<file path="src/rtl/pc_sequencer.sv">
// Program-counter sequencer: owns the PC and picks sequential, redirect, hold or park each cycle.
// Latency: a request sampled on a rising edge shows up on pc_o after that edge; fetch_valid_o/pc_plus4_o are combinational.
// Backpressure: stall_i holds the PC and masks every other request; HALT/ERROR park the PC with fetch_valid_o low.
//
// Ports:
//   clk_i, rst_ni          rising-edge clock, asynchronous active-low reset
//   stall_i                hold PC this cycle (highest priority in RUN)
//   branch_taken_i/_offset_i  taken branch, signed 16-bit word offset
//   jump_i/jump_index_i    absolute jump, 26-bit word index
//   jump_reg_i/reg_target_i   jump to a register byte address (must be word aligned)
//   halt_i/resume_i        enter / leave HALT
//   pc_o, pc_plus4_o       current fetch address and its successor
//   fetch_valid_o          pc_o is a real fetch this cycle
//   state_o                0=BOOT 1=RUN 2=HALT 3=ERROR
//   misaligned_o           sticky flag for a misaligned jump-register target
module pc_sequencer #(
  parameter logic [31:0] RESET_PC    = 32'h0000_0000,
  parameter int          BOOT_CYCLES = 4
) (
  input  logic        clk_i,
  input  logic        rst_ni,
  input  logic        stall_i,
  input  logic        branch_taken_i,
  input  logic [15:0] branch_offset_i,
  input  logic        jump_i,
  input  logic [25:0] jump_index_i,
  input  logic        jump_reg_i,
  input  logic [31:0] reg_target_i,
  input  logic        halt_i,
  input  logic        resume_i,
  output logic [31:0] pc_o,
  output logic [31:0] pc_plus4_o,
  output logic        fetch_valid_o,
  output logic [1:0]  state_o,
  output logic        misaligned_o
);

  typedef enum logic [1:0] {
    ST_BOOT  = 2'd0,
    ST_RUN   = 2'd1,
    ST_HALT  = 2'd2,
    ST_ERROR = 2'd3
  } state_e;

  // Counter only needs to reach BOOT_CYCLES-1; keep at least one bit so
  // the BOOT_CYCLES=0/1 cases still elaborate.
  localparam int CW = (BOOT_CYCLES > 1) ? $clog2(BOOT_CYCLES) : 1;

  state_e        state_q, state_d;
  logic [31:0]   pc_q, pc_d;
  logic [CW-1:0] cnt_q, cnt_d;
  logic          mis_q, mis_d;

  logic [31:0]   pc_plus4;
  logic [31:0]   branch_disp;
  logic          boot_done;

  assign pc_plus4    = pc_q + 32'd4;
  // Sign-extend to 32 bits first, then scale words to bytes.
  assign branch_disp = {{14{branch_offset_i[15]}}, branch_offset_i, 2'b00};
  assign boot_done   = (BOOT_CYCLES == 0) || (cnt_q == CW'(BOOT_CYCLES - 1));

  always_comb begin
    state_d = state_q;
    pc_d    = pc_q;
    cnt_d   = cnt_q;
    mis_d   = mis_q;
    unique case (state_q)
      ST_BOOT: begin
        cnt_d = cnt_q + CW'(1);
        if (boot_done) begin
          state_d = ST_RUN;
        end
      end
      ST_RUN: begin
        if (stall_i) begin
          // hold everything
        end else if (halt_i) begin
          state_d = ST_HALT;
        end else if (jump_reg_i) begin
          if (reg_target_i[1:0] != 2'b00) begin
            mis_d   = 1'b1;
            state_d = ST_ERROR;
          end else begin
            pc_d = reg_target_i;
          end
        end else if (jump_i) begin
          pc_d = {pc_plus4[31:28], jump_index_i, 2'b00};
        end else if (branch_taken_i) begin
          pc_d = pc_plus4 + branch_disp;
        end else begin
          pc_d = pc_plus4;
        end
      end
      ST_HALT: begin
        // Resume continues past the halting instruction; redirects are ignored.
        if (resume_i) begin
          pc_d    = pc_plus4;
          state_d = ST_RUN;
        end
      end
      ST_ERROR: begin
        mis_d = 1'b1;
      end
      default: begin
        state_d = ST_ERROR;
      end
    endcase
  end

  always_ff @(posedge clk_i or negedge rst_ni) begin
    if (!rst_ni) begin
      state_q <= ST_BOOT;
      pc_q    <= RESET_PC;
      cnt_q   <= '0;
      mis_q   <= 1'b0;
    end else begin
      state_q <= state_d;
      pc_q    <= pc_d;
      cnt_q   <= cnt_d;
      mis_q   <= mis_d;
    end
  end

  assign pc_o          = pc_q;
  assign pc_plus4_o    = pc_plus4;
  assign fetch_valid_o = (state_q == ST_RUN) && !stall_i;
  assign state_o       = state_q;
  assign misaligned_o  = mis_q;

endmodule
</file>
<file path="config.mk">
export PLATFORM = sky130hd
export DESIGN_NAME = pc_sequencer
export DESIGN_NICKNAME = d
export VERILOG_FILES = /design/src/rtl/pc_sequencer.sv
export SDC_FILE = /design/constraint.sdc
export NUM_CORES = 1
export LEC_CHECK = 0
export BUFFER_PORTS_ARGS = -buffer_cell sky130_fd_sc_hd__buf_4
export CAP_MARGIN = 10
export CORE_AREA = 2 2 100 102
export CTS_CLUSTER_DIAMETER = 60
export CTS_CLUSTER_SIZE = 16
export DETAILED_ROUTE_END_ITERATION = 10
export DIE_AREA = 0 0 102 104
export PLACE_DENSITY = 0.77
export SLEW_MARGIN = 15
export SYNTH_ARGS = -nofsm -noshare
export SYNTH_HDL_FRONTEND = slang
export SYNTH_SLANG_ARGS = --single-unit
</file>
<file path="constraint.sdc">
create_clock -name clk_i -period 5.3 [get_ports clk_i]
set_input_delay 0.53 -clock clk_i [delete_from_list [all_inputs] [get_ports clk_i]]
set_output_delay 0.53 -clock clk_i [all_outputs]
set_load 0.01 [all_outputs]
</file>
==> results.ini <==
[sta]
hold_viol_final = 0
skew_ps = 10.8
grt_setup_unrepaired = false
fmaxAchievable_ghz = 0.226
worstMarginPinSlew_ps = 952
whs_ps = 197
slew_headroom_pct = 35.8
slew_viol_final = 0
period_needed_ps = 4420
min_period_over_period_pct = 83.5
setup_violations = 0
setup_tns_ps = 0

[finish]
layout-drive-gt1-share_pct = 24.3
final_cell_mix = buf_4, nand2_1, nor2_1, o21ai_0, a21oi_1
fin_nets = 869
instances_no_fill = 883
utilization_pct = 62.1
layout_commonest_cell = buf_4
area_growth_pct = 27.7
n_antenna_cell = 0

[critical_path]
worst_setup_path_start_kind = flop
crit_start = pc_o[2]
crit_path_max_incr_delay_ps = 430
crit_chain = ha_1 > nand3_4 > nor2_4 > nand3b_4 > nor3_4 > nand2_2 > or3_4 > xnor2_2 > inv_1 > ha_1 > nand2_1 > o21ai_0 > o21ai_0 > nor2b_1 > o31ai_1 > nor2_1 > xnor2_1 > a221oi_1 > o31ai_1
slowest_stage = dfrtp_1
reg2reg_slack_ps = 880
crit_required_ps = 5480
crit_type = reg2reg
reg2reg_from = pc_o[2]
cp_max_fo = 7
critPathCaptureType = flop
critical_path_arrival_ps = 4610

[drt]
viasPerCell = 6.22
vias = 5496
drtAntennaViolNets = 0
first_pass_iters = 8
drtIter0Drc = 577
route.detailed.drc = 0
finalWirelength_um = 17300
wire_per_inst_um = 19.6

[global_routing]
grt_max_degree = 48
grt_overflow = 0
grt_pass1_vias = 4940
track_usage_pct = 30.9
antenna_found_initial = 0
grt_pass1_wl_um = 26000

[place]
routabilityCongestion = 0.956
place.port_buffers = 149
post-dp-hpwl_um = 13200
dp_cells = 875

[floorplanning]
initial_core_util_pct = 48.6
die_w_um = 102
core_region_area_mm2 = 0.00955
rows = 36
dieArea_mm2 = 0.0106
die_h_um = 104
io_pins = 150

[worst_hold_path]
hold_class = in2async

[yosys]
synth-seq-cells = 37
synth_cell_types = 71
syn-num-nets = 743
async_flop_share_pct = 100
syn_inst = 623
netlist_area_mm2 = 0.00464
seq_area_frac_synth_pct = 19.9
synth_ff_type = dfrtp_1
yosys_warnings = 0
syn_area_per_cell_um2 = 7.45
synth_edf_count = 0

[clock_tree]
cts.htree.levels = 2
cts_inserted_buffers = 5
worstSkewPairLatency_ps = 300
cts_resized = 0
clkTransAtPathRegs_ps = 90
cts_tree = yes
cts_buffer_depth = 2
postCtsSetupRepairBufs = 0
cts_hold_buf = 0
cts_sinks = 37
cts-root-buf = clkbuf_8

[job]
drv_cap = 0

[pwr]
power.density_mw_per_mm2 = 505
leakagePower_uw = 0.00270
peakVddDrop_mv = 0.245

[run_status]
status = complete, no violations

where the power goes:
part           switching [µW]  leakage [µW]  internal, µW
sequential                197      0.000432           391
combinational            1220       0.00222           952
clock                     114     0.0000542           118
registers in the layout (all words and copies together) (netlist names):
register      flops
pc_o             32
cnt_q             2
state_o           2
misaligned_o      1
worst max-delay path: cells and delay by family, from the launching register on:
kind | cells | cell delay [ps]
AND/OR/NAND/NOR | 9 | 1590
AO/OA/AOI/OAI | 5 | 1150
adder cells (fa/ha/maj) | 2 | 700
flip-flops | 1 | 430
XOR/XNOR | 2 | 320
buffers and inverters | 1 | 110
kinds of logic (layout without fill, tap and decap cells):
kind of cell / count (synthesis) / count (layout) / share of synthesized area (%)
simple gates: 207 / 207 / 22.0
buf+inv: 57 / 184 / 4.90
flops: 37 / 37 / 19.9
xor+xnor: 52 / 52 / 9.97
compound gates: 225 / 225 / 31.3
fa+ha+maj: 38 / 38 / 10.4
mux: 7 / 7 / 1.54
final timing paths:
kind / end / cells after the start
max: pc_o[29] / 19
min: pc_o[30] / 1
max reg2reg: pc_o[29] / 19
min reg2reg: cnt_q[0] / 1
max in group asynchronous: pc_o[6] / 1
min in group clk_i: state_o[1] / 3
cell type report:
type                    instances  area (µm²)
flip-flops and latches         37         926
fillers                       887        3620
inverters                      22        82.6
multi-input cells             529        3500
well taps                     133         166
clock buffers                   7        96.3
clock inverters                 1        5.00
repair buffers                154        1160
Yosys cell counts (3+ instances only):
| master | count | area share (%) |
|---|---|---|
| nand2_1 | 60 | 4.8 |
| nor2_1 | 57 | 4.6 |
| o21ai_0 | 54 | 5.8 |
| a21oi_1 | 52 | 5.6 |
| dfrtp_1 | 37 | 20 |
| ha_1 | 37 | 10 |
| xnor2_1 | 37 | 7.0 |
| clkbuf_1 | 30 | 2.4 |
| nand3_1 | 26 | 2.8 |
| inv_1 | 20 | 1.6 |
| a21o_1 | 17 | 2.7 |
| o22ai_1 | 14 | 1.9 |
| xor2_1 | 14 | 2.6 |
| nand4_1 | 12 | 1.6 |
| nor3_1 | 12 | 1.3 |
| nor2b_1 | 10 | 1.3 |
| a221oi_1 | 8 | 1.5 |
| a22oi_1 | 8 | 1.3 |
| a31oi_1 | 8 | 1.1 |
| o21bai_1 | 8 | 1.3 |
| a211oi_1 | 7 | 1.1 |
| mux2i_1 | 6 | 1.3 |
| o211ai_1 | 5 | 0.81 |
| o21a_1 | 5 | 0.81 |
| and2_1 | 4 | 0.54 |
| nand2b_1 | 4 | 0.54 |
| o21ai_1 | 4 | 0.43 |
| o221ai_1 | 4 | 0.75 |
| o31ai_1 | 4 | 0.65 |
| a2111oi_0 | 3 | 0.57 |
| buf_4 | 3 | 0.48 |
| nor4_1 | 3 | 0.40 |
routing by layer:
layer  GRT usage, %  part of all wire (%)
met1           41.8                    41
met2           51.6                    47
met3           5.71                   9.7
met4           5.90                   2.0
met5              0                     0
metrics by stage:
step                total power, µW  cell area (µm²)  setup slack (ps)
detailed placement             2710             5830               916
global placement               2680             5830              1120
floorplan                      1910             4640              1320
CTS                            2940             5930               922
finish                         3000             5930               876
global route                   3190             5930               566
Note: power is estimated with default switching activity, not from simulation.
